==> config.mk <==
export PLATFORM = sky130hd
export DESIGN_NAME = pc_sequencer
export DESIGN_NICKNAME = d
export VERILOG_FILES = /design/src/rtl/pc_sequencer.sv
export SDC_FILE = /design/constraint.sdc
export NUM_CORES = 1
export LEC_CHECK = 0
export ABC_AREA = 0
export BUFFER_PORTS_ARGS = -buffer_cell sky130_fd_sc_hd__buf_2
export CORE_MARGIN = 8
export CORE_UTILIZATION = 38
export DETAILED_ROUTE_END_ITERATION = 10
export GPL_TIMING_DRIVEN = 1
export PLACE_DENSITY = 0.62
export SLEW_MARGIN = 20
export SYNTH_ARGS = -nofsm -noshare
export SYNTH_HDL_FRONTEND = slang
export SYNTH_SLANG_ARGS = --single-unit
==> constraint.sdc <==
create_clock -name clk -period 4.1 [get_ports clk]
set_input_delay 0.82 -clock clk [delete_from_list [all_inputs] [get_ports clk]]
set_output_delay 0.82 -clock clk [all_outputs]
set_load 0.02 [all_outputs]
==> src/rtl/pc_sequencer.sv <==
// Program counter and next-address unit.
// Includes a circular hardware return-address stack with sticky overflow and underflow flags.
module pc_sequencer #(
  parameter int                    ADDR_WIDTH   = 12,
  parameter int                    DISP_WIDTH   = 8,
  parameter int                    STACK_DEPTH  = 8,
  parameter bit                    OVF_WRAP     = 1'b0,
  parameter logic [ADDR_WIDTH-1:0] RESET_VECTOR = '0
) (
  input  logic                               clk,
  input  logic                               rst,
  input  logic                               en,
  input  logic [1:0]                         sel,
  input  logic                               call,
  input  logic [DISP_WIDTH-1:0]              disp,
  input  logic [ADDR_WIDTH-1:0]              target,
  input  logic                               err_clear,
  output logic [ADDR_WIDTH-1:0]              pc,
  output logic [ADDR_WIDTH-1:0]              pc_plus1,
  output logic [ADDR_WIDTH-1:0]              stack_top,
  output logic [$clog2(STACK_DEPTH+1)-1:0]   stack_count,
  output logic                               stack_full,
  output logic                               stack_empty,
  output logic                               overflow,
  output logic                               underflow
);

  localparam int PW = $clog2(STACK_DEPTH);
  localparam int CW = $clog2(STACK_DEPTH+1);
  localparam logic [CW-1:0] DEPTH_C = CW'(STACK_DEPTH);
  localparam logic [PW-1:0] LAST_C  = PW'(STACK_DEPTH-1);

  logic [ADDR_WIDTH-1:0] pc_q, pc_d;
  logic [CW-1:0]         count_q, count_d;
  logic [PW-1:0]         top_q, top_d;
  logic                  overflow_q, overflow_d;
  logic                  underflow_q, underflow_d;

  logic [ADDR_WIDTH-1:0] stack_mem [STACK_DEPTH];
  logic                  wr_en;
  logic [PW-1:0]         wr_addr;

  logic [ADDR_WIDTH-1:0] disp_ext;
  logic [PW-1:0]         top_inc, top_dec;
  logic                  pop, push, ovf_set, unf_set;

  always_comb begin
    pc_plus1    = pc_q + ADDR_WIDTH'(1);
    stack_empty = (count_q == '0);
    stack_full  = (count_q == DEPTH_C);
    stack_top   = stack_empty ? '0 : stack_mem[top_q];
    top_inc     = (top_q == LAST_C) ? '0 : top_q + PW'(1);
    top_dec     = (top_q == '0) ? LAST_C : top_q - PW'(1);
    disp_ext    = {ADDR_WIDTH{disp[DISP_WIDTH-1]}};
    disp_ext[DISP_WIDTH-1:0] = disp;
  end

  // A pop paired with a push rewrites the current top in place.
  always_comb begin
    pc_d    = pc_q;
    count_d = count_q;
    top_d   = top_q;
    wr_en   = 1'b0;
    wr_addr = top_q;
    ovf_set = 1'b0;
    unf_set = 1'b0;
    pop     = en && (sel == 2'b11) && !stack_empty;
    push    = en && call;

    if (en) begin
      case (sel)
        2'b00: pc_d = pc_plus1;
        2'b01: pc_d = pc_plus1 + disp_ext;
        2'b10: pc_d = target;
        default: begin
          pc_d    = stack_empty ? pc_plus1 : stack_top;
          unf_set = stack_empty;
        end
      endcase
    end

    if (pop && push) begin
      wr_en = 1'b1;
    end else if (pop) begin
      top_d   = top_dec;
      count_d = count_q - CW'(1);
    end else if (push) begin
      if (!stack_full) begin
        top_d   = top_inc;
        count_d = count_q + CW'(1);
        wr_en   = 1'b1;
        wr_addr = top_inc;
      end else begin
        ovf_set = 1'b1;
        if (OVF_WRAP) begin
          top_d   = top_inc;
          wr_en   = 1'b1;
          wr_addr = top_inc;
        end
      end
    end

    overflow_d  = (overflow_q  & ~err_clear) | ovf_set;
    underflow_d = (underflow_q & ~err_clear) | unf_set;
  end

  always_ff @(posedge clk or negedge rst) begin
    if (!rst) begin
      pc_q        <= RESET_VECTOR;
      count_q     <= '0;
      top_q       <= '0;
      overflow_q  <= 1'b0;
      underflow_q <= 1'b0;
    end else begin
      pc_q        <= pc_d;
      count_q     <= count_d;
      top_q       <= top_d;
      overflow_q  <= overflow_d;
      underflow_q <= underflow_d;
    end
  end

  // Stack contents are don't-care after reset, so the storage has no reset.
  always_ff @(posedge clk) begin
    if (wr_en) begin
      stack_mem[wr_addr] <= pc_plus1;
    end
  end

  assign pc          = pc_q;
  assign stack_count = count_q;
  assign overflow    = overflow_q;
  assign underflow   = underflow_q;

endmodule
==> results of run 1 <==
-- cells in the final DEF, fill, tap and decap left out, drive strengths merged, types with 3 or more instances in the layout --
cell,synthesis,layout
a211o,3,3
a211oi,5,5
a21o,10,10
a21oi,21,21
a31oi,6,6
buf,9,90
clkbuf,10,18
clkinv,3,11
clkinvlp,0,4
dfrtp,21,21
edfxtp,96,96
ha,20,20
inv,15,16
mux2,4,4
mux2i,15,15
mux4,26,26
nand2,21,21
nand2b,6,6
nand3,8,8
nand4,4,4
nor2,44,44
nor3,5,5
nor3b,3,3
o21ai,18,18
o22ai,4,4
xnor2,9,9
xor2,14,14
-- path summary, 6_finish.rpt --
| path | from | endpoint | slack [ps] | cells after the start |
|---|---|---|---|---|
| worst max-delay path | top_q[1] | stack_top[8] | 700 | 5 |
| worst min-delay path | rst | overflow | 380 | 1 |
| worst max register to register | stack_count[0] | stack_mem[0][1] | 840 | 9 |
| worst min register to register | overflow | overflow | 550 | 2 |
| max in group asynchronous | rst | pc[3] | 3360 | 1 |
| min in group clk | overflow | overflow | 550 | 2 |
-- through the flow --
step                      hold WS (ps)  setup slack (ps)  utilization (%)  std cells  total power, W
after floorplan                  524.4             642.7                -        430        0.003614
after global placement           509.7             760.3            43.02        689        0.004569
after detailed placement         523.3             677.0            43.02        689        0.004589
after CTS                        377.4             667.8            46.58        721        0.005953
after global routing             403.0             555.3            46.58        721        0.006252
final                            383.2             703.1            46.58        721        0.005919
-- area by class of cell --
type | instances | area, um2
clock buffers | 18 | 429.2
clock inverters | 14 | 112.6
fillers | 1374 | 8120
inverters | 18 | 72.57
multi-input cells | 276 | 2323
flip-flops and latches | 117 | 3408
well taps | 188 | 235.2
repair buffers | 90 | 500.5
-- cells by family (layout without fill, tap and decap cells) --
family          Yosys count  in the layout  synth area share [%]
flops                   117            117                 57.81
simple gates            103            103                 8.829
fa+ha+maj                22             22                 4.924
compound gates           83             83                 8.999
mux                      45             45                 13.24
xor+xnor                 23             23                 3.417
buf+inv                  37            140                 2.780
-- registers in the layout, summed over array words and instances, names as in the netlist --
signal	count
stack_mem	96
pc	12
stack_count	4
top_q	3
overflow	1
underflow	1
-- per-layer routing --
layer | share of wire (%) | wire [um] | vias to the layer above | track usage (%)
li1 | - | - | 1831 | -
met1 | 44 | 6856 | 2045 | 21.24
met2 | 47 | 7332 | 165 | 25.43
met3 | 6.2 | 956 | 23 | 4.247
met4 | 2.2 | 344 | 0 | 6.674
met5 | 0 | 0 | - | 0
-- report_power, final --
group	internal (W)	switching [W]	total, W
clock	0.000823	0.000521	0.00134
sequential	0.00162	0.000207	0.00183
combinational	0.00104	0.00170	0.00274
==> impl_metrics.py, run 1 <==
metrics = {
    "status": {
        "status": "finished clean",
    },
    "setup_path": {
        "worstPathRequired_ps": 3280,
        "path_cells": "buf_4, mux4_2, mux2i_1, nor2_1, buf_2",
        "path_max_fanout": 16,
        "crit_type": "flop to output port",
        "crit_slowest_cell": "dfrtp_1",
        "crit_family": "flip-flops",
        "arrival_ps": 2580,
        "path_buf_inv": 2,
        "crit_path_max_incr_delay_ps": 780,
        "startpoint_type": "flop",
        "endpoint_kind": "output port",
    },
    "synthesis": {
        "yosys-top-cells-count": "edfxtp_1, nor2_1, mux4_2",
        "ys_ff_latch": 117,
        "yosysMostFrequentCell": "edfxtp_1",
        "synthFlopType": "edfxtp_1",
        "yosysSeqAreaShare_pct": 57.81,
        "async_reset_ff_share_pct": 17.95,
        "netlist_instances": 430,
        "synth_edf_count": 96,
        "yosysTopAreaCell": "edfxtp_1",
        "synth_fp_nets": 479,
        "ys.warnings.count": 0,
        "synth.distinct_cells": 54,
        "synthesis.area_um2": 5896,
        "synth_area_leaders": "edfxtp_1, mux4_2, dfrtp_1",
        "yosysTopAreaCellShare_pct": 48.90,
        "avgSynthCellArea_um2": 13.71,
    },
    "final_layout": {
        "fin_nets": 569,
        "final_area_um2": 7082,
        "area_delta_synth_final_pct": 20.12,
        "num_antenna_cells": 0,
        "layout-drive-gt1-share_pct": 29.27,
    },
    "clocking": {
        "post-cts-setup-buffers": 0,
        "cts_buffer_depth": 2,
        "cts_buffers": 17,
        "clk_latency_ps": 410,
        "cts_tree": "done",
        "ctsHoldBuffers": 0,
        "htreeDepth": 4,
        "clk_pin_slew_ps": 50,
        "cts_num_sinks": 117,
        "clockRootBuffer": "clkbuf_16",
        "cts_resized": 0,
    },
    "job": {
        "cap_viol_max_count": 0,
    },
    "pwr": {
        "power_leakage_nw": 2.749,
        "p_per_area_nw_per_um2": 835.8,
        "vdd_drop_max_uv": 397.7,
    },
    "placement": {
        "hpwl_um": 11230,
        "gp_congestion": 0.8757,
        "port_buffers": 70,
        "post_dp_cell_area_um2": 6540,
    },
    "routing": {
        "final_antenna_net_count": 0,
        "drc": 0,
        "viasPerCell": 5.637,
        "wl_per_cell_um": 21.48,
        "drt_first_pass_iters": 6,
        "drt-total-wl_um": 15490,
        "vias": 4064,
        "drt_iter0_drc": 377,
    },
    "global_routing": {
        "grt_pass1_vias": 4177,
        "grt.total_usage_pct": 16.31,
        "grt_pass1_wl_um": 24040,
        "antenna_found_initial": 0,
        "grt_max_degree": 31,
        "overflow": 0,
    },
    "die": {
        "fp.dieH_um": 140.6,
        "die_w_um": 140.6,
        "pin_count": 71,
        "die_area_um2": 19760,
        "start_util_pct": 38.78,
        "coreArea_um2": 15200,
        "rows": 45,
    },
    "timing": {
        "slew_violations": 0,
        "skew_ps": 7.151,
        "fmax_mhz": 294.4,
        "setup_viol_count_final": 0,
        "fin_crit_sh_pct": 82.85,
        "rsz0062_at_grt": "no",
        "timing_hold_violations_final": 0,
        "finalCriticalPeriod_ps": 3397,
        "fin_tns_setup_ps": 0,
        "worst_pin_slew_ps": 989.2,
        "slew_headroom_pct": 34.05,
    },
    "min_path": {
        "holdCritPathClass": "primary input to async pin",
    },
}
Note: power is estimated with default switching activity, not from simulation.
==> inputs of run 2 (changes only) <==
Settings changed: PLACE_DENSITY 0.62 to 0.64.
Clock period 4.1 ns to 2.9 ns, I/O delays scaled along.
==> impl_metrics.py, run 2 (same netlist as run 1, synthesis figures left out) <==
metrics = {
    "status": {
        "status": "finished clean",
    },
    "final_layout": {
        "fin_cells": 763,
        "fin_nets": 611,
        "final_area_um2": 7816,
        "num_antenna_cells": 0,
        "regMostFlops": "stack_mem",
        "largest_reg_flops": 96,
        "final_core_utilization_pct": 51.42,
        "layout_commonest_cell": "edfxtp_1",
        "layout-drive-gt1-share_pct": 42.43,
        "layout_common_cells": "edfxtp_1, buf_2, buf_4",
        "area_delta_synth_final_pct": 32.58,
        "nFillCells": 1312,
    },
    "setup_path": {
        "crit_type": "flop to flop",
        "worstPathRequired_ps": 2930,
        "endpoint_kind": "flop",
        "r2r_slack_ps": 90,
        "startpoint_type": "flop",
        "crit_family": "simple AND/OR/NAND/NOR gates",
        "path_max_fanout": 12,
        "path_cells": "or4_4, nand3_4, inv_6, ha_4, nor3_4, mux2i_1, nand3b_4, nor2_2",
        "path_buf_inv": 1,
        "crit_path_max_incr_delay_ps": 650,
        "arrival_ps": 2830,
        "crit_slowest_cell": "nor2_2",
    },
    "timing": {
        "slew_headroom_pct": 47.36,
        "slew_violations": 0,
        "finalCriticalPeriod_ps": 2805,
        "setup_viol_count_final": 0,
        "hold_ws_ps": 155.1,
        "timing_hold_violations_final": 0,
        "fin_tns_setup_ps": 0,
        "fin_crit_sh_pct": 96.73,
        "skew_ps": 12.92,
        "rsz0062_at_grt": "yes",
        "fmax_mhz": 356.5,
        "worst_pin_slew_ps": 788.7,
    },
    "routing": {
        "final_antenna_net_count": 0,
        "drt-total-wl_um": 15570,
        "vias": 4203,
        "drt_iter0_drc": 262,
        "wl_per_cell_um": 20.40,
        "viasPerCell": 5.509,
        "drc": 0,
        "drt_first_pass_iters": 5,
    },
    "placement": {
        "port_buffers": 70,
        "placedCellCount": 730,
        "gp_congestion": 0.8635,
        "hpwl_um": 11140,
        "post_dp_cell_area_um2": 7118,
    },
    "clocking": {
        "cts_num_sinks": 117,
        "clockRootBuffer": "clkbuf_16",
        "cts_buffer_depth": 2,
        "ctsHoldBuffers": 0,
        "htreeDepth": 4,
        "cts_buffers": 17,
        "clk_pin_slew_ps": 60,
        "cts_tree": "done",
        "clk_latency_ps": 410,
    },
    "pwr": {
        "power_leakage_nw": 3.033,
        "p_per_area_nw_per_um2": 1182,
        "combPwrFrac_pct": 49.8,
        "sw_frac_of_total_pct": 39.07,
        "p_int_w": 0.005629,
        "seq_power_share_pct": 27.1,
        "clkPwrFrac_pct": 23.1,
        "power_switching_w": 0.003609,
        "vdd_drop_max_uv": 583.2,
    },
    "global_routing": {
        "grt_max_degree": 27,
        "grt.total_usage_pct": 16.22,
        "grt_pass1_wl_um": 24390,
        "grt_pass1_vias": 4388,
        "antenna_found_initial": 0,
        "overflow": 0,
    },
    "die": {
        "fp.dieH_um": 140.6,
        "die_w_um": 140.6,
        "start_util_pct": 38.78,
        "coreArea_um2": 15200,
        "die_area_um2": 19760,
        "pin_count": 71,
        "rows": 45,
    },
    "job": {
        "cap_viol_max_count": 0,
    },
    "min_path": {
        "holdCritPathClass": "primary input to async pin",
    },
}
[run 2: cell count changes in the layout (fill, tap and decap cells not counted), sizes merged]
cell      delta
clkinvlp     -1
clkinv       -3
buf         +42
inv          +2
bufinv       +2
[run 2: through the flow]
stage	power (W)	worst slack [ps]
2_1_floorplan	0.005285	-159.0
3_3_place_gp	0.006967	-61.61
3_5_place_dp	0.007021	-55.88
4_1_cts	0.009205	16.36
5_1_grt	0.009720	-32.48
6_report	0.009238	94.71
[run 2: metal layers]
layer / wire [um] / track usage, % / vias to the layer above
met1: 6449 / 19.68 / 2103
met3: 986 / 4.349 / 27
met2: 7788 / 26.92 / 152
met4: 344 / 6.674 / 0
met5: 0 / 0 / -
li1: - / - / 1921
[run 2: power by group through the flow]
stage	logic (W)	registers (W)	clock network, W
global placement	0.00445	0.00252	0
CTS	0.00455	0.00250	0.00215
detailed placement	0.00449	0.00253	0
finish	0.00460	0.00250	0.00213
floorplan	0.00264	0.00265	0
global route	0.00495	0.00253	0.00223
[run 2: worst paths after layout]
| check | endpoint | start | cells after the start |
|---|---|---|---|
| worst max-delay path | stack_mem[3][9] | stack_count[1] | 8 |
| worst min-delay path | stack_count[3] | rst | 1 |
| worst max register to register | stack_mem[3][9] | stack_count[1] | 8 |
| worst min register to register | underflow | underflow | 2 |
| max in group asynchronous | pc[2] | rst | 1 |
| min in group clk | overflow | err_clear | 2 |
[run 2: final cells by class]
| cell class | instances | area (um2) | share of cell area (%) |
|---|---|---|---|
| repair buffers | 132 | 898.4 | 11.49 |
| inverters | 18 | 72.57 | 0.9284 |
| flip-flops and latches | 117 | 3420 | 43.75 |
| well taps | 188 | 235.2 | 3.009 |
| clock inverters | 14 | 177.7 | 2.273 |
| multi-input cells | 276 | 2584 | 33.06 |
| clock buffers | 18 | 429.2 | 5.491 |
[run 2: worst reg2reg max path: stages, from the launching register on]
cell and delay [ps]:
dfrtp_2 400, or4_4 550, nand3_4 120, inv_6 50, ha_4 160, nor3_4 180, mux2i_1 120, nand3b_4 200
nor2_2 650
[run 2: timing repair]
action	in CTS	in global routing
pin swaps	0	3
gates resized for setup	5	12
endpoints found under the setup margin	9	48
setup buffers	0	1
==> inputs of run 3 (changes only) <==
Settings changed: GPL_TIMING_DRIVEN 1 to 0.
==> impl_metrics.py, run 3 (same netlist as run 1, synthesis figures left out) <==
metrics = {
    "final_layout": {
        "area_delta_synth_final_pct": 37.10,
        "layout_commonest_cell": "edfxtp_1",
        "largest_reg_flops": 96,
        "nFillCells": 1251,
        "fin_cells": 768,
        "regMostFlops": "stack_mem",
        "layout_common_cells": "edfxtp_1, buf_2, nor2_1",
        "layout-drive-gt1-share_pct": 44.66,
        "final_core_utilization_pct": 53.17,
        "num_antenna_cells": 0,
        "fin_nets": 616,
    },
    "die": {
        "die_w_um": 140.6,
        "rows": 45,
        "coreArea_um2": 15200,
        "fp.dieH_um": 140.6,
        "pin_count": 71,
        "start_util_pct": 38.78,
        "die_area_um2": 19760,
    },
    "global_routing": {
        "grt_pass1_wl_um": 26180,
        "grt_max_degree": 22,
        "grt_pass1_vias": 4440,
        "overflow": 0,
        "grt.total_usage_pct": 17.71,
        "antenna_found_initial": 0,
    },
    "placement": {
        "hpwl_um": 10840,
        "gp_congestion": 0.8813,
        "placedCellCount": 687,
        "port_buffers": 69,
    },
    "min_path": {
        "holdCritPathClass": "primary input to async pin",
    },
    "setup_path": {
        "rr_worst_depth": 12,
        "path_cells": "or4_4, buf_4, clkinv_1, buf_4, nor2_1, buf_2",
        "worstPathRequired_ps": 2320,
        "crit_path_max_incr_delay_ps": 550,
        "arrival_ps": 2260,
        "r2r_slack_ps": 60,
        "path_max_fanout": 10,
        "critPathLaunch": "stack_count[1]",
        "crit_type": "flop to output port",
        "reg2reg_to": "stack_mem[3][10]",
        "endpoint_kind": "output port",
        "r2r-start": "stack_count[1]",
        "cp_common_cell": "buf_4",
        "crit_end": "stack_top[10]",
        "startpoint_type": "flop",
        "crit_slowest_cell": "or4_4",
    },
    "clocking": {
        "clockRootBuffer": "clkbuf_16",
        "cts_num_sinks": 117,
        "htreeDepth": 4,
        "clk_pin_slew_ps": 60,
        "cts_buffers": 17,
        "clk_latency_ps": 410,
        "cts_tree": "done",
        "cts_buffer_depth": 2,
        "ctsHoldBuffers": 0,
    },
    "timing": {
        "slew_headroom_pct": 58.66,
        "worst_pin_slew_ps": 617.0,
        "finalCriticalPeriod_ps": 2845,
        "timing_hold_violations_final": 0,
        "slew_violations": 0,
        "skew_ps": 9.505,
        "fmax_mhz": 351.5,
        "fin_crit_sh_pct": 98.10,
        "setup_viol_count_final": 0,
        "rsz0062_at_grt": "yes",
    },
    "routing": {
        "wl_per_cell_um": 22.32,
        "final_antenna_net_count": 0,
        "drt_first_pass_iters": 5,
        "drt-total-wl_um": 17150,
        "drc": 0,
        "viasPerCell": 5.729,
        "drt_iter0_drc": 356,
        "vias": 4400,
    },
    "pwr": {
        "power_w": 0.009480,
        "vdd_drop_max_uv": 640.4,
        "p_per_area_nw_per_um2": 1173,
        "power_leakage_nw": 3.069,
    },
    "status": {
        "status": "finished clean",
    },
    "job": {
        "cap_viol_max_count": 0,
    },
}
[run 3: cell types whose count changed in the layout (fill, tap and decap cells not counted), moves of 5 or more]
cell      delta
buf_4       -20
buf_12       +5
buf_6        +5
clkbuf_1     +5
[run 3: metal layers]
| metal | routed length, um | global-route usage, % |
|---|---|---|
| met1 | 7104 | 22.43 |
| met2 | 8351 | 28.80 |
| met3 | 1167 | 3.534 |
| met4 | 521 | 8.145 |
| met5 | 0 | 0 |
[run 3: report_power, final]
group          switching, W  internal, W  total [W]
clock network      0.000796      0.00127    0.00206
logic               0.00282      0.00204    0.00486
registers          0.000245      0.00231    0.00255
[run 3: metrics by stage]
step | hold WS [ps] | setup TNS, ps | instance area (um2) | setup WS, ps
floorplan | 284.4 | -14680 | 6101 | -159.0
global placement | 509.2 | -49890 | 6681 | -552.7
detailed placement | 525.8 | -52420 | 6681 | -577.2
CTS | 146.3 | 0 | 7895 | 7.036
global route | 166.9 | -751.6 | 8083 | -38.55
finish | 142.8 | 0 | 8083 | 55.05
[run 3: area by class of cell]
| class | instances | area [um2] | area share (%) |
|---|---|---|---|
| Timing Repair Buffer | 119 | 900.9 | 11.15 |
| Tap cell | 188 | 235.2 | 2.910 |
| Sequential cell | 117 | 3420 | 42.31 |
| Buffer | 18 | 140.1 | 1.734 |
| Clock buffer | 17 | 425.4 | 5.263 |
| Clock inverter | 15 | 155.1 | 1.920 |
| Inverter | 18 | 78.83 | 0.9752 |
| Multi-Input combinational cell | 276 | 2728 | 33.75 |
[run 3: worst min-delay path by stage]
stage              startpoint              to
2_1_floorplan             rst        overflow
3_3_place_gp   stack_count[3]  stack_count[3]
3_5_place_dp   stack_count[3]  stack_count[3]
4_1_cts                   rst           pc[9]
5_1_grt                   rst  stack_count[3]
6_report                  rst  stack_count[3]
[run 3: critical path, delay by kind of cell, from the launching register on]
family | cells | cell delay (ps)
and+or+nand+nor | 2 | 670
DFF | 1 | 410
buffers and inverters | 4 | 770
[run 3: timing repair]
action                                  in CTS  in global routing
gates resized for setup                     38                 37
pin swaps                                   12                  5
buffers inserted                            40                 10
endpoints found under the setup margin     115                111
gates cloned                                 2                  0
